`config.mk`:
```
export PLATFORM = sky130hd
export DESIGN_NAME = bft_leaf_arbiter
export DESIGN_NICKNAME = d
export VERILOG_FILES = /design/src/rtl/bft_pkg.sv /design/src/rtl/rr_arbiter.sv /design/src/rtl/bft_leaf_arbiter.sv
export SDC_FILE = /design/constraint.sdc
export NUM_CORES = 1
export LEC_CHECK = 0
export ABC_AREA = 0
export CAP_MARGIN = 20
export CORE_MARGIN = 4
export CORE_UTILIZATION = 49
export DETAILED_ROUTE_END_ITERATION = 16
export PLACE_DENSITY = 0.86
export SYNTH_ARGS = -nofsm -noshare
export SYNTH_HDL_FRONTEND = slang
export SYNTH_HIERARCHICAL = 1
export SYNTH_SLANG_ARGS = --single-unit
```
`constraint.sdc`:
```
create_clock -name clk -period 7.2 [get_ports clk]
set_input_delay 2.16 -clock clk [delete_from_list [all_inputs] [get_ports clk]]
set_output_delay 2.16 -clock clk [all_outputs]
set_load 0.01 [all_outputs]
```
`src/rtl/bft_pkg.sv`:
```
// Shared definitions for the butterfly-fat-tree leaf logic.
//   - default network geometry (leaf count, packet width)
//   - packet field offsets: valid bit at [P_SZ-1], address below it,
//     payload in the remaining low bits
//   - leaf injection FSM state encoding
package bft_pkg;

  localparam int BFT_NUM_LEAVES = 256;
  localparam int BFT_P_SZ       = 52;

  // Address field width for a given leaf count.
  function automatic int bft_addr_w(input int num_leaves);
    return $clog2(num_leaves);
  endfunction

  // Offsets inside a full packet (valid bit included).
  function automatic int bft_valid_bit(input int p_sz);
    return p_sz - 1;
  endfunction

  // Offsets inside a packet body (valid bit excluded, P_SZ-1 bits wide).
  function automatic int bft_addr_msb(input int p_sz);
    return p_sz - 2;
  endfunction

  function automatic int bft_payload_msb(input int p_sz, input int aw);
    return p_sz - 2 - aw;
  endfunction

  typedef enum logic [1:0] {
    ST_IDLE,
    ST_SEND,
    ST_BACKOFF
  } bft_state_e;

endpackage

```
`src/rtl/rr_arbiter.sv`:
```
// Combinational round-robin arbiter.
// Grants the first asserted request at or after the priority pointer,
// wrapping from NUM_REQ-1 back to 0.
//   req_i    NUM_REQ  request bits
//   rr_i     IW       index of the highest-priority requester
//   gnt_o    NUM_REQ  one-hot grant (all zero when nothing requests)
//   idx_o    IW       index of the granted requester
//   valid_o  1        a grant was issued
module rr_arbiter #(
  parameter int NUM_REQ = 4,
  parameter int IW      = $clog2(NUM_REQ)
) (
  input  logic [NUM_REQ-1:0] req_i,
  input  logic [IW-1:0]      rr_i,
  output logic [NUM_REQ-1:0] gnt_o,
  output logic [IW-1:0]      idx_o,
  output logic               valid_o
);

  int          k;
  logic [IW-1:0] kk;

  // NOTE: every variable written here gets a default first, so no path
  // leaves it unassigned and no latch is inferred.
  always_comb begin
    gnt_o   = '0;
    idx_o   = '0;
    valid_o = 1'b0;
    k       = 0;
    kk      = '0;
    for (int i = 0; i < NUM_REQ; i++) begin
      // Walk the ring starting at the pointer; modulo done by subtraction
      // so non-power-of-two requester counts wrap correctly.
      k = int'(rr_i) + i;
      if (k >= NUM_REQ) k = k - NUM_REQ;
      kk = k[IW-1:0];
      if (!valid_o && req_i[kk]) begin
        valid_o   = 1'b1;
        gnt_o[kk] = 1'b1;
        idx_o     = kk;
      end
    end
  end

endmodule

```
`src/rtl/bft_leaf_arbiter.sv`:
```
// Leaf-side injection controller for the butterfly-fat-tree network.
// Shares one leaf port between NUM_REQ local requesters (round-robin),
// drives the registered packet onto pe_interface and re-presents it after
// BACKOFF idle cycles whenever the network signals resend.
//   clk, reset    clock; synchronous active-high reset
//   req_valid     per-requester packet available
//   req_packet    per-requester packet body (address + payload)
//   req_ready     one-hot capture strobe back to the requesters (combinational)
//   pe_interface  registered packet to the leaf, valid bit at MSB
//   resend        network rejected the packet on pe_interface
//   busy          FSM not idle (registered)
//   sent_cnt      saturating count of accepted packets
//   resend_cnt    saturating count of resend events
module bft_leaf_arbiter
  import bft_pkg::*;
#(
  parameter int NUM_LEAVES = BFT_NUM_LEAVES,
  parameter int P_SZ       = BFT_P_SZ,
  parameter int NUM_REQ    = 4,
  parameter int BACKOFF    = 2
) (
  input  logic                          clk,
  input  logic                          reset,
  input  logic [NUM_REQ-1:0]            req_valid,
  input  logic [NUM_REQ*(P_SZ-1)-1:0]   req_packet,
  output logic [NUM_REQ-1:0]            req_ready,
  output logic [P_SZ-1:0]               pe_interface,
  input  logic                          resend,
  output logic                          busy,
  output logic [31:0]                   sent_cnt,
  output logic [31:0]                   resend_cnt
);

  localparam int AW       = bft_addr_w(NUM_LEAVES);
  localparam int IW       = $clog2(NUM_REQ);
  localparam int ADDR_MSB = bft_addr_msb(P_SZ);
  localparam int PAY_MSB  = bft_payload_msb(P_SZ, AW);

  bft_state_e           state_q, state_d;
  logic [IW-1:0]        rr_q, rr_d;
  logic [P_SZ-1:0]      hold_q, hold_d;
  logic [P_SZ-1:0]      pe_q, pe_d;
  logic [3:0]           bo_cnt_q, bo_cnt_d;
  logic                 busy_q, busy_d;
  logic [31:0]          sent_q, sent_d;
  logic [31:0]          resend_q, resend_d;

  logic [NUM_REQ-1:0]   gnt;
  logic [IW-1:0]        gnt_idx;
  logic                 gnt_valid;
  logic                 capture;
  logic [P_SZ-2:0]      body;
  logic [P_SZ-1:0]      new_pkt;

  rr_arbiter #(
    .NUM_REQ (NUM_REQ),
    .IW      (IW)
  ) u_rr_arbiter (
    .req_i   (req_valid),
    .rr_i    (rr_q),
    .gnt_o   (gnt),
    .idx_o   (gnt_idx),
    .valid_o (gnt_valid)
  );

  // A pending retry in SEND outranks new requests; BACKOFF never captures.
  assign capture = gnt_valid &&
                   ((state_q == ST_IDLE) || (state_q == ST_SEND && !resend));

  assign req_ready = capture ? gnt : '0;

  // Select the granted body and assemble {valid, address, payload}.
  always_comb begin
    body = '0;
    for (int i = 0; i < NUM_REQ; i++) begin
      if (gnt[i]) body = req_packet[i*(P_SZ-1) +: P_SZ-1];
    end
    new_pkt = {1'b1, body[ADDR_MSB -: AW], body[PAY_MSB:0]};
  end

  always_comb begin
    state_d  = state_q;
    rr_d     = rr_q;
    hold_d   = hold_q;
    pe_d     = pe_q;
    bo_cnt_d = bo_cnt_q;
    sent_d   = sent_q;
    resend_d = resend_q;

    unique case (state_q)
      ST_IDLE: begin
        if (capture) state_d = ST_SEND;
      end

      ST_SEND: begin
        if (resend) begin
          if (resend_q != '1) resend_d = resend_q + 32'd1;
          if (BACKOFF != 0) begin
            pe_d     = '0;
            bo_cnt_d = 4'(BACKOFF);
            state_d  = ST_BACKOFF;
          end
        end else begin
          if (sent_q != '1) sent_d = sent_q + 32'd1;
          if (!capture) begin
            pe_d    = '0;
            state_d = ST_IDLE;
          end
        end
      end

      ST_BACKOFF: begin
        bo_cnt_d = bo_cnt_q - 4'd1;
        if (bo_cnt_q <= 4'd1) begin
          pe_d    = hold_q;
          state_d = ST_SEND;
        end
      end

      default: state_d = ST_IDLE;
    endcase

    // Capture overrides the packet register regardless of the branch above.
    if (capture) begin
      hold_d = new_pkt;
      pe_d   = new_pkt;
      rr_d   = (gnt_idx == IW'(NUM_REQ - 1)) ? '0 : gnt_idx + IW'(1);
    end
  end

  assign busy_d = (state_d != ST_IDLE);

  // NOTE: state registers use non-blocking assignments so every flop samples
  // pre-edge values, independent of statement order.
  always_ff @(posedge clk) begin
    if (reset) begin
      state_q  <= ST_IDLE;
      rr_q     <= '0;
      hold_q   <= '0;
      pe_q     <= '0;
      bo_cnt_q <= '0;
      busy_q   <= 1'b0;
      sent_q   <= '0;
      resend_q <= '0;
    end else begin
      state_q  <= state_d;
      rr_q     <= rr_d;
      hold_q   <= hold_d;
      pe_q     <= pe_d;
      bo_cnt_q <= bo_cnt_d;
      busy_q   <= busy_d;
      sent_q   <= sent_d;
      resend_q <= resend_d;
    end
  end

  assign pe_interface = pe_q;
  assign busy         = busy_q;
  assign sent_cnt     = sent_q;
  assign resend_cnt   = resend_q;

endmodule
```
=== Word-level counts from Yosys, hierarchy flattened ===
Cells that the tools add are included.

* Register bits after elaboration: 177
* Bits of input ports: 211
* Output and inout port bits: 121

* Add/subtract/negate cells: 11
* Magnitude comparators: 13
* Equality and inequality tests: 7
* Mux-type cells: 48
* Bitwise operators: 4
* Reductions and logical operators: 22

{| class="wikitable"
|+ Operators by type and width
! kind !! count
|-
| $mux W51 || 4
|-
| $mux W52 || 2
|-
| $pmux W52 S2 || 1
|-
| $add A32 B1 Y32 const B || 2
|-
| $ne A32 B32 Y1 const B || 2
|-
| $mux W2 || 13
|-
| $mux W4 || 6
|-
| $lt A2 B3 Y1 const B || 4
|-
| $mux W1 || 12
|-
| $or A4 B4 Y4 || 3
|-
| $ge A3 B3 Y1 const B || 3
|-
| $logic_and A1 B1 Y1 || 9
|-
| $bmux W1 S2 || 4
|-
| $demux W1 S2 || 4
|-
| $ge A2 B1 Y1 const B || 4
|-
| $pmux W4 S2 || 1
|-
| $sub A2 B1 Y2 const B || 4
|-
| $add A2 B2 Y3 const B || 2
|-
| $pmux W2 S3 || 1
|-
| $reduce_and A3 Y1 || 2
|-
| $eq A2 B2 Y1 const B || 2
|-
| $le A4 B1 Y1 const B || 1
|-
| $logic_not A1 Y1 || 4
|-
| $reduce_and A2 Y1 || 2
|-
| other kinds (12) || 13
|}

=== Longest topological paths before layout ===
Gate-level depths: netlist of run 1.

* Depth in word-level cells: 19
* Gate-level depth with buffers: 16
* Mapped depth without buffers: 11

=== Hierarchy ===
The synthesis of run 1 kept the hierarchy.

{| class="wikitable"
|+ By module, submodules not included
! module !! times used !! cells an instance !! area each (sq um) !! sequential area each (sq um)
|-
| bft_leaf_arbiter || 1 || 1148 || 8956.1 || 3543.4
|-
| rr_arbiter || 1 || 45 || 421.7 || 0.0
|}

=== Worst setup path before layout of run 1 ===
OpenSTA, ideal clock, no wires.

* Path kind: input to output
* Start: input req_valid[2]
* End: output req_ready[3]
* Arrival: 4.107 ns
* Setup slack: 0.933 ns
* Stages on the path: 8
* Path buffers: 3
* Cell sequence: mux4_2 > buf_6 > nor4b_4 > a22oi_1 > o21ai_0 > clkbuf_1 > clkbuf_1 > and2_1

* Elaborated cells on any way between the ends: 27

{| class="wikitable"
|+ RTL lines
! element !! line !! source
|-
| start: declaration || bft_leaf_arbiter.sv:24 || <nowiki>input logic [NUM_REQ-1:0] req_valid,</nowiki>
|-
| $bmux W1 S2 || rr_arbiter.sv:37 || <nowiki>if (!valid_o && req_i[kk]) begin</nowiki>
|-
| $mux W1 (not written as such) || rr_arbiter.sv:37 ||
|-
| $mux W1 || rr_arbiter.sv:37 ||
|-
| $logic_not A1 Y1 || rr_arbiter.sv:37 ||
|-
| $logic_and A1 B1 Y1 || rr_arbiter.sv:37 ||
|-
| $mux W1 || rr_arbiter.sv:37 ||
|-
| $logic_not A1 Y1 || rr_arbiter.sv:37 ||
|-
| $logic_and A1 B1 Y1 || rr_arbiter.sv:37 ||
|-
| $mux W1 || rr_arbiter.sv:37 ||
|-
| $logic_not A1 Y1 || rr_arbiter.sv:37 ||
|-
| $logic_and A1 B1 Y1 || rr_arbiter.sv:37 ||
|-
| $mux W4 * || rr_arbiter.sv:37 ||
|-
| via gnt[3] || bft_leaf_arbiter.sv:48 || <nowiki>logic [NUM_REQ-1:0] gnt;</nowiki>
|-
| $mux W4 * || bft_leaf_arbiter.sv:70 || <nowiki>assign req_ready = capture ? gnt : '0;</nowiki>
|-
| end: declaration || bft_leaf_arbiter.sv:26 || <nowiki>output logic [NUM_REQ-1:0] req_ready,</nowiki>
|}

Mark *: on every way through the listed nets, which the timed path passes. The rest lies on a longest branch. The select of a mux whose other input is x is not followed.

=== Worst setup path in the final report of run 1 ===
* Start: input req_valid[3]
* End: output req_ready[0]

* Cells in the longest elaborated chain, start to end: 14
* Elaborated cells on any way between the ends: 27

{| class="wikitable"
|+ Ends and longest elaborated chain
! element !! line !! source
|-
| $bmux W1 S2 || rr_arbiter.sv:37 ||
|-
| $mux W1 (not written as such) || rr_arbiter.sv:37 ||
|-
| $mux W1 || rr_arbiter.sv:37 ||
|-
| $logic_not A1 Y1 || rr_arbiter.sv:37 ||
|-
| $logic_and A1 B1 Y1 || rr_arbiter.sv:37 ||
|-
| $mux W1 || rr_arbiter.sv:37 ||
|-
| $logic_not A1 Y1 || rr_arbiter.sv:37 ||
|-
| $logic_and A1 B1 Y1 || rr_arbiter.sv:37 ||
|-
| $mux W1 || rr_arbiter.sv:37 ||
|-
| $logic_not A1 Y1 || rr_arbiter.sv:37 ||
|-
| $logic_and A1 B1 Y1 || rr_arbiter.sv:37 ||
|-
| $mux W1 * || rr_arbiter.sv:37 ||
|-
| via gnt_valid || bft_leaf_arbiter.sv:50 || <nowiki>logic gnt_valid;</nowiki>
|-
| $logic_and A1 B1 Y1 * || bft_leaf_arbiter.sv:67 || <nowiki>assign capture = gnt_valid &&</nowiki>
|-
| $mux W4 * || bft_leaf_arbiter.sv:70 ||
|}

Marks and branches as above.

==> impl_results.html, run 1 <==
<table>
<tr><th>Metric</th><th>Value</th></tr>
<tr><th colspan="2">Synthesis</th></tr>
<tr><td>Mean area per synthesized cell</td><td>roughly 8 um^2</td></tr>
<tr><td>Number of warnings printed during yosys synthesis</td><td>6</td></tr>
<tr><td>Asr flop ratio synth</td><td>0%</td></tr>
<tr><td>Fraction of synthesized cell area taken by the top area cell type</td><td>a little under two fifths</td></tr>
<tr><td>Largest area contributor in the netlist</td><td>sky130_fd_sc_hd__dfxtp_1</td></tr>
<tr><td>Portion of the post-synthesis area used by sequential elements</td><td>37.8%</td></tr>
<tr><td>Syn Inst Count</td><td>roughly 1,200</td></tr>
<tr><td>Syn Std Cell Area</td><td>approximately 9400 um^2</td></tr>
<tr><td>Count of flip-flops with a built-in enable after synthesis</td><td>0</td></tr>
<tr><td>Nets in the synthesized netlist</td><td>1,414</td></tr>
<tr><td>Cell types with the largest area share after synthesis</td><td>sky130_fd_sc_hd__dfxtp_1, sky130_fd_sc_hd__nand2_1, sky130_fd_sc_hd__o31ai_1, sky130_fd_sc_hd__a21oi_1, sky130_fd_sc_hd__a311oi_1</td></tr>
<tr><td>Library cells used by synthesis</td><td>57</td></tr>
<tr><td>Most instantiated flip-flop cell in the synthesis netlist</td><td>sky130_fd_sc_hd__dfxtp_1</td></tr>
<tr><td>Number of register bits inferred by synthesis</td><td>177</td></tr>
<tr><th colspan="2">Setup path</th></tr>
<tr><td>Number of gates on the worst path with buffers counted</td><td>8</td></tr>
<tr><td>Cell with the biggest individual delay on the critical path</td><td>sky130_fd_sc_hd__mux4_2</td></tr>
<tr><td>Data required time of the critical path</td><td>5040 ps</td></tr>
<tr><td>CP Max Fanout</td><td>12</td></tr>
<tr><td>Crit Path Category</td><td>input pin to output pin</td></tr>
<tr><td>Worst-case reg-to-reg path depth</td><td>13</td></tr>
<tr><td>Endpoint class of the critical path</td><td>output pin</td></tr>
<tr><td>Endpoint arrival time on the critical path</td><td>4710 ps</td></tr>
<tr><td>Crit path max-delay family</td><td>buffers and inverters</td></tr>
<tr><td>Kind of start point of the critical path</td><td>input pin</td></tr>
<tr><td>Library cell appearing most often on the critical path</td><td>sky130_fd_sc_hd__clkdlybuf4s50_1</td></tr>
<tr><td>Buffers and inverters on the worst path</td><td>3</td></tr>
<tr><td>Worst R2R Setup Slack</td><td>approximately 2900 ps</td></tr>
<tr><td>Critical Path, Cell by Cell</td><td>clkdlybuf4s50_1, mux4_2, buf_4, nor3_1, nand2b_1, and3b_2, and2_1, clkdlybuf4s50_1</td></tr>
<tr><td>Delay of the slowest critical-path stage</td><td>540 ps</td></tr>
<tr><th colspan="2">Timing</th></tr>
<tr><td>Worst Max-Slew Pin Slew</td><td>between 1000 and 1500 ps</td></tr>
<tr><td>Clock tree skew after final layout</td><td>roughly 13 ps</td></tr>
<tr><td>Fmax achieved</td><td>about 0.15 GHz</td></tr>
<tr><td>Final setup violation count</td><td>0</td></tr>
<tr><td>Worst slew margin</td><td>between 30% and 40%</td></tr>
<tr><td>Final Max Slew Viols</td><td>0</td></tr>
<tr><td>Total negative setup slack</td><td>0 ps</td></tr>
<tr><td>Final count of hold timing violations</td><td>0</td></tr>
<tr><td>RSZ-0062 raised after global routing</td><td>no</td></tr>
<tr><td>Post-layout minimum cycle time</td><td>6870 ps</td></tr>
<tr><td>Period utilisation layout</td><td>~95%</td></tr>
<tr><th colspan="2">GRT</th></tr>
<tr><td>Overall fraction of global-route tracks in use</td><td>26.7%</td></tr>
<tr><td>Overflow left after global routing</td><td>0</td></tr>
<tr><td>First-pass GRT wire length</td><td>47,700 um</td></tr>
<tr><td>Maximum number of pins on one net before global-route repair</td><td>121</td></tr>
<tr><td>Number of antenna violations at the first check in global routing</td><td>4</td></tr>
<tr><td>Via count of the first global-routing pass</td><td>approximately 9,400</td></tr>
<tr><th colspan="2">Status</th></tr>
<tr><td>Result of the run</td><td>completed</td></tr>
<tr><th colspan="2">Floorplan</th></tr>
<tr><td>Die height</td><td>approximately 150 um</td></tr>
<tr><td>Width of the chip</td><td>about 150 um</td></tr>
<tr><td>Placeable Area</td><td>18,800 um^2</td></tr>
<tr><td>Initial core utilization</td><td>roughly half</td></tr>
<tr><td>Num ports</td><td>about 330</td></tr>
<tr><td>Die area</td><td>21,400 um^2</td></tr>
<tr><td>Total number of placement rows</td><td>50</td></tr>
<tr><th colspan="2">Route</th></tr>
<tr><td>Routed vias</td><td>between 10,000 and 15,000</td></tr>
<tr><td>Drt via density</td><td>around 5.9</td></tr>
<tr><td>TritonRoute pass-1 iters</td><td>5</td></tr>
<tr><td>WL met1</td><td>around 12,000 um</td></tr>
<tr><td>Top layer reached by signal wires</td><td>met5</td></tr>
<tr><td>Met2 wire length</td><td>between 10,000 and 15,000 um</td></tr>
<tr><td>Post-DRT Antenna Nets</td><td>0</td></tr>
<tr><td>Detailed router's first-iteration violation count</td><td>about 560</td></tr>
<tr><td>Routed wire length</td><td>approximately 30,000 um</td></tr>
<tr><td>DR WL met3</td><td>around 2500 um</td></tr>
<tr><td>DRC violation count after routing</td><td>0</td></tr>
<tr><td>Routed wire per std cell</td><td>~18 um</td></tr>
<tr><th colspan="2">Pwr</th></tr>
<tr><td>Reported leakage power</td><td>about 4.5 nW</td></tr>
<tr><td>Worst VDD drop</td><td>between 0.7 and 0.8 mV</td></tr>
<tr><td>Pwr/cell area</td><td>about 380 nW/um^2</td></tr>
<tr><th colspan="2">Finish</th></tr>
<tr><td>Post-layout utilization of the core</td><td>slightly above 70%</td></tr>
<tr><td>Final layout net count</td><td>between 1,500 and 2,000</td></tr>
<tr><td>Layout cells sized above 1</td><td>5.39%</td></tr>
<tr><td>Fill cell instance count of the final layout</td><td>1,493</td></tr>
<tr><td>Growth of design area from synthesis to finish</td><td>42.7%</td></tr>
<tr><th colspan="2">Clock network</th></tr>
<tr><td>Longest Clk Path Bufs</td><td>2</td></tr>
<tr><td>Quantity of gates resized following cts</td><td>0</td></tr>
<tr><td>Number of buffers added by the clock tree synthesis step</td><td>17</td></tr>
<tr><td>TritonCTS clock tree</td><td>yes</td></tr>
<tr><td>CTS H-Tree Depth</td><td>4</td></tr>
<tr><td>Buffers inserted during post-CTS setup optimization</td><td>0</td></tr>
<tr><td>Clock transition at the registers of the reported paths</td><td>60 ps</td></tr>
<tr><td>CTS Hold Bufs</td><td>0</td></tr>
<tr><td>Num Clock Sinks</td><td>about 180</td></tr>
<tr><td>Root Buffer Master</td><td>sky130_fd_sc_hd__clkbuf_16</td></tr>
<tr><td>Clock network latency to the later pin of the worst-skew pair</td><td>roughly 420 ps</td></tr>
<tr><th colspan="2">Placed design</th></tr>
<tr><td>Number of port buffers</td><td>331</td></tr>
<tr><td>Weighted congestion reported at the end of routability-driven placement</td><td>between 0.8 and 0.9</td></tr>
<tr><td>HPWL after detailed placement</td><td>approximately 22,000 um</td></tr>
<tr><th colspan="2">Hold path</th></tr>
<tr><td>Number of cells traversed by the worst hold path</td><td>2</td></tr>
<tr><td>Class of the tightest hold or removal check</td><td>flip-flop to flip-flop</td></tr>
<tr><th colspan="2">Flow run</th></tr>
<tr><td>Max-cap viol count</td><td>0</td></tr>
</table>
==> report_power, final <==
part | switching [mW] | internal [mW]
logic | 1.46 | 1.19
registers | 0.180 | 1.31
clock network | 0.400 | 0.561
==> final timing paths <==
path	from	to
max	req_valid[3]	req_ready[0]
min	hold_q[49]$_SDFFE_PP0N_	hold_q[49]$_SDFFE_PP0N_
max reg2reg	rr_q[0]$_SDFFE_PP0N_	pe_interface[30]$_SDFFE_PP0P_
min reg2reg	hold_q[49]$_SDFFE_PP0N_	hold_q[49]$_SDFFE_PP0N_
==> routing by layer <==
metal | track usage, % | up-vias
met3 | 7.64 | 62
met2 | 45.3 | 388
li1 | - | 4912
met5 | 0 | -
met1 | 31.9 | 4689
met4 | 10.8 | 2
==> final cells by class <==
cell class | instances | area, um^2 | area share [%]
repair buffers | 344 | 3440 | 25.7
clock buffers | 18 | 439 | 3.28
flip-flops and latches | 177 | 3540 | 26.5
diodes | 2 | 5.00 | 0.0374
inverters | 16 | 60.1 | 0.449
clock inverters | 13 | 173 | 1.29
multi-input cells | 899 | 5430 | 40.5
well taps | 234 | 293 | 2.19
==> cell usage in the layout, fill, tap and decap left out, types with 3 or more instances in the layout <==
master	instances
sky130_fd_sc_hd__clkdlybuf4s50_1	330
sky130_fd_sc_hd__nand2_1	235
sky130_fd_sc_hd__dfxtp_1	177
sky130_fd_sc_hd__a21oi_1	103
sky130_fd_sc_hd__nor2_1	91
sky130_fd_sc_hd__o31ai_1	75
sky130_fd_sc_hd__nor2b_1	61
sky130_fd_sc_hd__a311oi_1	52
sky130_fd_sc_hd__a221oi_1	51
sky130_fd_sc_hd__or4_1	27
sky130_fd_sc_hd__nand3_1	25
sky130_fd_sc_hd__o21ai_0	22
sky130_fd_sc_hd__or3_1	21
sky130_fd_sc_hd__nand4_1	17
sky130_fd_sc_hd__clkbuf_16	17
sky130_fd_sc_hd__inv_1	16
sky130_fd_sc_hd__nor3_1	11
sky130_fd_sc_hd__ha_1	10
sky130_fd_sc_hd__buf_4	10
sky130_fd_sc_hd__a22oi_1	8
sky130_fd_sc_hd__nor4_1	7
sky130_fd_sc_hd__mux2_4	6
sky130_fd_sc_hd__and3_1	5
sky130_fd_sc_hd__or2_2	5
sky130_fd_sc_hd__mux2_2	5
sky130_fd_sc_hd__inv_6	5
sky130_fd_sc_hd__and2_1	4
sky130_fd_sc_hd__nand2b_1	4
sky130_fd_sc_hd__xor2_1	4
sky130_fd_sc_hd__xnor2_1	4
sky130_fd_sc_hd__nand3b_1	3
sky130_fd_sc_hd__a211oi_1	3
sky130_fd_sc_hd__nand4_2	3
sky130_fd_sc_hd__mux2i_1	3
sky130_fd_sc_hd__bufinv_16	3
sky130_fd_sc_hd__clkinv_4	3
sky130_fd_sc_hd__o21ai_4	3
==> cells in the mapped netlist (7+ instances only) <==
| library cell | number |
|---|---|
| sky130_fd_sc_hd__nand2_1 | 235 |
| sky130_fd_sc_hd__dfxtp_1 | 177 |
| sky130_fd_sc_hd__a21oi_1 | 103 |
| sky130_fd_sc_hd__nor2_1 | 91 |
| sky130_fd_sc_hd__clkbuf_1 | 83 |
| sky130_fd_sc_hd__o31ai_1 | 75 |
| sky130_fd_sc_hd__nor2b_1 | 63 |
| sky130_fd_sc_hd__a311oi_1 | 52 |
| sky130_fd_sc_hd__a221oi_1 | 51 |
| sky130_fd_sc_hd__or4_1 | 27 |
| sky130_fd_sc_hd__nand3_1 | 25 |
| sky130_fd_sc_hd__o21ai_0 | 25 |
| sky130_fd_sc_hd__or3_1 | 21 |
| sky130_fd_sc_hd__nand4_1 | 17 |
| sky130_fd_sc_hd__inv_1 | 16 |
| sky130_fd_sc_hd__buf_1 | 12 |
| sky130_fd_sc_hd__nor3_1 | 11 |
| sky130_fd_sc_hd__ha_1 | 10 |
| sky130_fd_sc_hd__a22oi_1 | 8 |
| sky130_fd_sc_hd__nor4_1 | 7 |
==> sequential cells by signal, summed over array words and instances (netlist names) <==
name / flops
pe_interface: 52
bo_cnt_q: 4
state_q: 2
resend_cnt: 32
rr_q: 2
sent_cnt: 32
busy: 1
hold_q: 52
==> cell families after synthesis <==
logic type | count (synthesis) | synth area share (%)
AO/OA/AOI/OAI | 332 | 24.7
XOR/XNOR | 8 | 0.747
adder cells (fa/ha/maj) | 10 | 1.33
buffers and inverters | 117 | 5.02
flip-flops | 177 | 37.8
multiplexers | 18 | 2.92
AND/OR/NAND/NOR | 531 | 27.5
==> worst register-to-register path, cell delays in order (launching register included) <==
cell and delay [ps]:
sky130_fd_sc_hd__dfxtp_1 710, sky130_fd_sc_hd__inv_1 160, sky130_fd_sc_hd__ha_1 410, sky130_fd_sc_hd__mux4_2 400
sky130_fd_sc_hd__and2b_2 290, sky130_fd_sc_hd__a22oi_1 270, sky130_fd_sc_hd__o21ai_4 80, sky130_fd_sc_hd__buf_4 320
sky130_fd_sc_hd__nor2b_4 380, sky130_fd_sc_hd__buf_12 260, sky130_fd_sc_hd__a221oi_1 130, sky130_fd_sc_hd__o31ai_1 380
sky130_fd_sc_hd__nand2_1 120, sky130_fd_sc_hd__a311oi_1 300
==> through the flow <==
step           instances  setup WS, ps  cell area (um^2)  power [mW]  hold slack (ps)
6_report            1703           326             13400        5.11              455
4_1_cts             1698           349             13300        5.11              456
2_1_floorplan       1193           933              9380        3.21              437
3_3_place_gp        1667           420             12700        4.06              441
3_5_place_dp        1667           353             12700        4.14              447
5_1_grt             1703           141             13400        5.48              467
Power figures use the tool's default switching activity.
==> run 2, diff against run 1 <==
Settings changed: CORE_ASPECT_RATIO set to 0.7, CORE_UTILIZATION 49 to 46, PLACE_DENSITY 0.86 to 0.82.
Clock period 7.2 ns to 6.8 ns, I/O delays scaled along.
==> run 2 against run 1 <==
Against the previous run: via count down 0.41%; die area up 6.3%; final cell count up 2.1%; worst setup slack worse by 170 ps; non-clock buffer count up 1; register-to-register slack worse by 820 ps; clock power up 0.4%; sequential cell count unchanged; critical endpoint unchanged; sequential power up 7%; largest cell class unchanged; power up 5.5%; critical path depth down 1.
==> impl_results.html, run 2 (synthesis gave the netlist of run 1 again) <==
<table>
<tr><th>Metric</th><th>Value</th></tr>
<tr><th colspan="2">Finish</th></tr>
<tr><td>Final layout net count</td><td>1,677 (+0.060%)</td></tr>
<tr><td>Fill cell instance count of the final layout</td><td>1,644 (+10%)</td></tr>
<tr><td>Post-layout instance count excluding filler cells</td><td>1,738 (+2.1%)</td></tr>
<tr><td>Layout cells sized above 1</td><td>5.38% (about the same)</td></tr>
<tr><td>Most common library cell in the layout ignoring fill and taps</td><td>sky130_fd_sc_hd__clkdlybuf4s50_1</td></tr>
<tr><td>Leading cell types in the layout, fill and taps excluded</td><td>sky130_fd_sc_hd__clkdlybuf4s50_1, sky130_fd_sc_hd__nand2_1, sky130_fd_sc_hd__dfxtp_1</td></tr>
<tr><td>Cell area after layout</td><td>13,400 um^2 (about the same)</td></tr>
<tr><td>Diode count</td><td>0 (-2)</td></tr>
<tr><td>Growth of design area from synthesis to finish</td><td>42.7% (about the same)</td></tr>
<tr><th colspan="2">Floorplan</th></tr>
<tr><td>Die area</td><td>22,800 um^2 (+6.3%)</td></tr>
<tr><td>Width of the chip</td><td>179 um (+22%)</td></tr>
<tr><td>Total number of placement rows</td><td>43 (-14%)</td></tr>
<tr><td>Num ports</td><td>332 (unchanged)</td></tr>
<tr><td>Initial core utilization</td><td>47.1% (-2.9 points)</td></tr>
<tr><td>Placeable Area</td><td>19,900 um^2 (+6.1%)</td></tr>
<tr><td>Die height</td><td>127 um (-13%)</td></tr>
<tr><th colspan="2">Setup path</th></tr>
<tr><td>Worst R2R End</td><td>pe_interface[12]$_SDFFE_PP0P_</td></tr>
<tr><td>Data required time of the critical path</td><td>4760 ps (-280 ps)</td></tr>
<tr><td>Critical path endpoint</td><td>req_ready[0]</td></tr>
<tr><td>Reg-to-reg critical path startpoint</td><td>rr_q[0]$_SDFFE_PP0N_</td></tr>
<tr><td>Kind of start point of the critical path</td><td>input pin</td></tr>
<tr><td>CP Max Fanout</td><td>10 (-2)</td></tr>
<tr><td>Endpoint class of the critical path</td><td>output pin</td></tr>
<tr><td>Worst R2R Setup Slack</td><td>2080 ps (-820 ps)</td></tr>
<tr><td>Crit Path Category</td><td>input pin to output pin</td></tr>
<tr><td>Endpoint arrival time on the critical path</td><td>4600 ps (-110 ps)</td></tr>
<tr><td>Critical path startpoint</td><td>req_valid[2]</td></tr>
<tr><td>Worst-case reg-to-reg path depth</td><td>13 (unchanged)</td></tr>
<tr><th colspan="2">Timing</th></tr>
<tr><td>Final Max Slew Viols</td><td>0 (unchanged)</td></tr>
<tr><td>Worst slew margin</td><td>31.6% (+0.63 points)</td></tr>
<tr><td>Worst Max-Slew Pin Slew</td><td>1030 ps (-9.49 ps)</td></tr>
<tr><td>Final count of hold timing violations</td><td>0 (unchanged)</td></tr>
<tr><td>Total negative setup slack</td><td>0 ps (unchanged)</td></tr>
<tr><td>Post-layout minimum cycle time</td><td>6640 ps</td></tr>
<tr><td>Worst-case setup margin in the final layout</td><td>158 ps (-168 ps)</td></tr>
<tr><td>Fmax achieved</td><td>~0.15 GHz</td></tr>
<tr><td>Period utilisation layout</td><td>97.7%</td></tr>
<tr><td>Final setup violation count</td><td>0 (unchanged)</td></tr>
<tr><td>Clock tree skew after final layout</td><td>12.3 ps (-0.969 ps)</td></tr>
<tr><td>RSZ-0062 raised after global routing</td><td>no</td></tr>
<tr><th colspan="2">Clock network</th></tr>
<tr><td>TritonCTS clock tree</td><td>yes</td></tr>
<tr><td>Buffers inserted during post-CTS setup optimization</td><td>0 (unchanged)</td></tr>
<tr><td>CTS H-Tree Depth</td><td>4 (unchanged)</td></tr>
<tr><td>Num Clock Sinks</td><td>177 (unchanged)</td></tr>
<tr><td>CTS Hold Bufs</td><td>0 (unchanged)</td></tr>
<tr><td>Clock network latency to the later pin of the worst-skew pair</td><td>430 ps (about the same)</td></tr>
<tr><td>Number of buffers added by the clock tree synthesis step</td><td>17 (unchanged)</td></tr>
<tr><td>Longest Clk Path Bufs</td><td>2 (unchanged)</td></tr>
<tr><td>Quantity of gates resized following cts</td><td>0 (unchanged)</td></tr>
<tr><td>Root Buffer Master</td><td>sky130_fd_sc_hd__clkbuf_16</td></tr>
<tr><td>Clock transition at the registers of the reported paths</td><td>70 ps (about the same)</td></tr>
<tr><th colspan="2">GRT</th></tr>
<tr><td>Maximum number of pins on one net before global-route repair</td><td>130 (+7.4%)</td></tr>
<tr><td>Overflow left after global routing</td><td>0 (unchanged)</td></tr>
<tr><td>Overall fraction of global-route tracks in use</td><td>26.0% (-0.67 points)</td></tr>
<tr><td>First-pass GRT wire length</td><td>48,500 um (+1.6%)</td></tr>
<tr><td>Number of antenna violations at the first check in global routing</td><td>1 (-3)</td></tr>
<tr><td>Via count of the first global-routing pass</td><td>9,348 (-1.0%)</td></tr>
<tr><th colspan="2">Flow run</th></tr>
<tr><td>Max-cap viol count</td><td>0 (unchanged)</td></tr>
<tr><th colspan="2">Pwr</th></tr>
<tr><td>Reported leakage power</td><td>4.49 nW (-0.38%)</td></tr>
<tr><td>Pwr/cell area</td><td>402 nW/um^2 (+5.4%)</td></tr>
<tr><td>Worst VDD drop</td><td>0.412 mV (-42%)</td></tr>
<tr><td>Portion of total power attributed to sequential cells</td><td>29.4% (+0.3 points)</td></tr>
<tr><td>Total power consumption of the routed design</td><td>5.39 mW (+5.5%)</td></tr>
<tr><td>Power spent charging and discharging nets</td><td>2.22 mW (+8.7%)</td></tr>
<tr><td>Internal power</td><td>3.16 mW (+3.3%)</td></tr>
<tr><td>Sw frac</td><td>41.3% (+1.2 points)</td></tr>
<tr><td>Share of total power in combinational logic</td><td>52.7% (+0.6 points)</td></tr>
<tr><td>Clock network power share</td><td>17.9% (-0.9 points)</td></tr>
<tr><th colspan="2">Route</th></tr>
<tr><td>Routed wire length</td><td>30,900 um (+3.0%)</td></tr>
<tr><td>Drt via density</td><td>5.76 (-2.4%)</td></tr>
<tr><td>Routed wire per std cell</td><td>17.8 um (+0.97%)</td></tr>
<tr><td>DRC violation count after routing</td><td>0 (unchanged)</td></tr>
<tr><td>Post-DRT Antenna Nets</td><td>0 (unchanged)</td></tr>
<tr><td>Detailed router's first-iteration violation count</td><td>755 (+36%)</td></tr>
<tr><td>Routed vias</td><td>10,000 (-0.41%)</td></tr>
<tr><td>TritonRoute pass-1 iters</td><td>5 (unchanged)</td></tr>
<tr><th colspan="2">Placed design</th></tr>
<tr><td>Placed standard-cell area</td><td>12,800 um^2 (+0.61%)</td></tr>
<tr><td>Post-place setup slack</td><td>179 ps (-173 ps)</td></tr>
<tr><td>HPWL after detailed placement</td><td>21,600 um (+0.62%)</td></tr>
<tr><td>Weighted congestion reported at the end of routability-driven placement</td><td>0.874 (-2.9%)</td></tr>
<tr><td>Number of port buffers</td><td>331 (unchanged)</td></tr>
<tr><td>Post-Place Cells</td><td>1,706 (+2.3%)</td></tr>
<tr><th colspan="2">Hold path</th></tr>
<tr><td>Class of the tightest hold or removal check</td><td>flip-flop to flip-flop</td></tr>
<tr><th colspan="2">Status</th></tr>
<tr><td>Result of the run</td><td>completed</td></tr>
</table>
## run 2: per-stage QoR
stage               hold slack (ps)  utilization (%)
floorplan                       437                -
global placement                441             64.2
detailed placement              447             64.2
CTS                             456             67.1
global route                    468             67.2
finish                          456             67.2
## run 2: critical path, cell delays in order
cell                              delay [ps]
sky130_fd_sc_hd__clkdlybuf4s50_1         490
sky130_fd_sc_hd__mux4_2                  640
sky130_fd_sc_hd__and2b_2                 310
sky130_fd_sc_hd__a22oi_1                  70
sky130_fd_sc_hd__o21ai_0                 310
sky130_fd_sc_hd__and2_1                  180
sky130_fd_sc_hd__clkdlybuf4s50_1         560
## run 2: power groups by stage
stage	clock network (mW)	logic [mW]	registers, mW
6_report	0.964	2.84	1.59
5_1_grt	1.02	3.12	1.63
4_1_cts	0.978	2.85	1.58
3_5_place_dp	0	2.84	1.60
3_3_place_gp	0	2.77	1.59
2_1_floorplan	0	1.77	1.63
## run 2: area by class of cell
class / count / area, um^2 / area share (%)
clock inverters: 13 / 140 / 1.05
well taps: 270 / 338 / 2.52
flip-flops and latches: 177 / 3540 / 26.5
repair buffers: 345 / 3450 / 25.8
multi-input cells: 899 / 5430 / 40.5
clock buffers: 18 / 429 / 3.21
inverters: 16 / 60.1 / 0.449
## run 2: how the worst min path moves through the flow
stage,start,to,slack (ps),cells past startpoint
detailed placement,hold_q[2]$_SDFFE_PP0N_,hold_q[2]$_SDFFE_PP0N_,450,2
floorplan,hold_q[0]$_SDFFE_PP0N_,hold_q[0]$_SDFFE_PP0N_,440,2
global route,hold_q[11]$_SDFFE_PP0N_,hold_q[11]$_SDFFE_PP0N_,470,2
finish,hold_q[36]$_SDFFE_PP0N_,hold_q[36]$_SDFFE_PP0N_,460,2
global placement,hold_q[0]$_SDFFE_PP0N_,hold_q[0]$_SDFFE_PP0N_,440,2
CTS,hold_q[2]$_SDFFE_PP0N_,hold_q[2]$_SDFFE_PP0N_,460,2
## run 2: metal layers
metal	global-route usage (%)	vias up	part of all wire (%)	wire length, um
met5	0	-	0.042	13
met4	6.99	2	2.2	675
met3	5.32	50	6.6	2030
met2	42.5	360	47	14600
met1	35.2	4691	44	13600
li1	-	4909	-	-
==> run 3, diff against run 2 <==
Settings changed: CTS_CLUSTER_DIAMETER set to 60.
==> results of run 3 <==
Same layout as run 2: the final DEF is identical, and so are final timing and power.
==> patch (settings of run 2) <==
Change the package constant `BFT_P_SZ` from 52 to 78.
--- a/src/rtl/bft_pkg.sv
+++ b/src/rtl/bft_pkg.sv
@@ -7,5 +7,5 @@
 
   localparam int BFT_NUM_LEAVES = 256;
-  localparam int BFT_P_SZ       = 52;
+  localparam int BFT_P_SZ       = 78;
 
   // Address field width for a given leaf count.
Interface: changed (resized pe_interface and req_packet); port bits go from 332 to 462. The function was not compared with the original's and may differ.
==> patch against run 2 <==
  * Final area grew 30%
  * Wire length increased by 46%
  * Global-route usage increased by 3.0 points
  * Worst setup slack got worse by 0.073 ns
  * Non-clock buffer count grew 134
  * Sequential cell count increased by 52
  * Total power up 17%
  * Maximum frequency down 1.1%
  * Count of clock-buffer cells in the layout up 17
  * Register-to-register slack worse by 0.03 ns
  * Synthesized area increased by 27%
  * Synthesized cell count up 29%
==> patch: results (changes against run 2) <==
| Metric | Value |
|---|---|
| Outcome | `completed` |
| Comb pwr | `0.00321 W (+13%)` |
| Syn Inst Count | `1,543 (+29%)` |
| Crit-path max cell delay | `0.67 ns (+0.03 ns)` |
| Layout cells sized above 1 | `4.41% (-0.98 points)` |
| Dpl ws | `0.0514 ns (-0.128 ns)` |
| Clock Skew | `0.0165 ns (+0.00420 ns)` |
| Worst slew pin tran | `1.13 ns (+0.100 ns)` |
| Lkg Pwr | `5.86 nW (+31%)` |
| Post-synthesis mux area share | `1.46% (-1.5 points)` |
| Metal2 WL | `21.4 mm (+47%)` |
| Met3 Routed Length | `3.99 mm (+96%)` |
| DR iter-0 viols | `1,101 (+46%)` |
| Clock Latency Late Sink | `0.51 ns (+0.08 ns)` |
| Worst VDD drop | `0.283 mV (-31%)` |
| First-pass GRT wire length | `68.1 mm (+40%)` |
| Vias in the first global route | `12,300 (+32%)` |
| Initial antenna violation count | `9 (+8)` |
| PortBufs | `461 (+39%)` |
| WP data arrival | `4.68 ns (+0.08 ns)` |
| H-tree levels | `1 (-3)` |
| GRT Overall Usage | `29.0% (+3.0 points)` |
| Hold path startpoint | `hold_q[63]` |
| Metal-1 WL | `18.2 mm (+34%)` |
| Worst R2R End | `pe_interface[0]` |
| # Post-CTS Setup Buffers | `0 (unchanged)` |
| Most frequent cells after synthesis | `340 x nand2_1, 229 x dfxtp_1, 128 x a21oi_1` |
| CTS buffer count | `23 (+6)` |
| Flop pwr share | `28.4% (-1.0 points)` |
| Buffer depth of the longest clock path | `3 (+1)` |
| Sequential share of the synthesized area | `38.4% (+0.57 points)` |
| DR top layer | `met5` |
| DRT Pass-1 Iters | `6 (+1)` |
| Reg2reg path depth | `12 (-1)` |
| Sw Pwr | `0.00249 W (+12%)` |
| Largest net degree at the start of global routing | `134 (+3.1%)` |
| Worst r2r src | `rr_q[0]` |
| Non-filler instance count after layout | `2,267 (+30%)` |
| Filler cell count | `2,086 (+27%)` |
| Critical path's slowest cell | `mux4_1` |
| Syn_nets | `1,868 (+32%)` |
| Post-DP HPWL | `32.3 mm (+49%)` |
| GP Congestion | `0.918 (+5.1%)` |
| WHS Endpoint | `hold_q[63]` |
| Complex-gate fraction of the synthesized area | `26.1% (+1.4 points)` |
| Worst R2R Setup Slack | `2.05 ns (-0.03 ns)` |
| Adder and majority gate portion of the synthesized area | `1.05% (-0.29 points)` |
patch: changes by cell type after synthesis, sizes merged, moves of 6 or more:
cell / before / now
nand2: 235 / 340
o21ai: 27 / 36
dfxtp: 177 / 229
xnor2: 4 / 11
o31ai: 75 / 91
mux2: 11 / 5
a311oi: 52 / 78
a221oi: 51 / 77
clkbuf: 84 / 119
or4: 28 / 15
or3: 21 / 30
nor2b: 63 / 82
a21oi: 103 / 128
nor2: 91 / 117
patch: cell type report:
class                           instances  area [sq um]  area share, %
Clock inverter                          5          78.8          0.452
Timing Repair Buffer                  479          4760           27.3
Antenna cell                            7          17.5          0.101
Sequential cell                       229          4580           26.3
Multi-Input combinational cell       1160          6810           39.1
Tap cell                              331           414           2.38
Inverter                               21          78.8          0.452
Clock buffer                           35           671           3.85
patch: per-layer routing:
metal | global-route usage (%) | vias up
li1 | - | 6365
met1 | 36.9 | 6315
met2 | 48.2 | 552
met3 | 8.22 | 81
met4 | 9.27 | 6
met5 | 0 | -
patch: worst max-delay path by stage:
stage | from | to | slack, ns | depth (start not counted)
after floorplan | req_valid[2] | req_ready[1] | 0.62 | 9
after global placement | req_valid[2] | req_ready[2] | 0.16 | 7
after detailed placement | req_valid[2] | req_ready[2] | 0.05 | 7
after CTS | req_valid[2] | req_ready[2] | 0.05 | 7
after global routing | req_valid[2] | req_ready[3] | 0.03 | 7
final | req_valid[0] | req_ready[3] | 0.08 | 7
patch: stage by stage:
step                      cell area (sq um)  total power, W  utilization, %  hold slack [ns]
after floorplan                       12000         0.00391               -            0.437
after global placement                16600         0.00492            65.0            0.441
after detailed placement              16600         0.00501            65.0            0.447
after CTS                             17400         0.00630            67.9            0.455
after global routing                  17400         0.00671            68.0            0.473
final                                 17400         0.00628            68.0            0.454
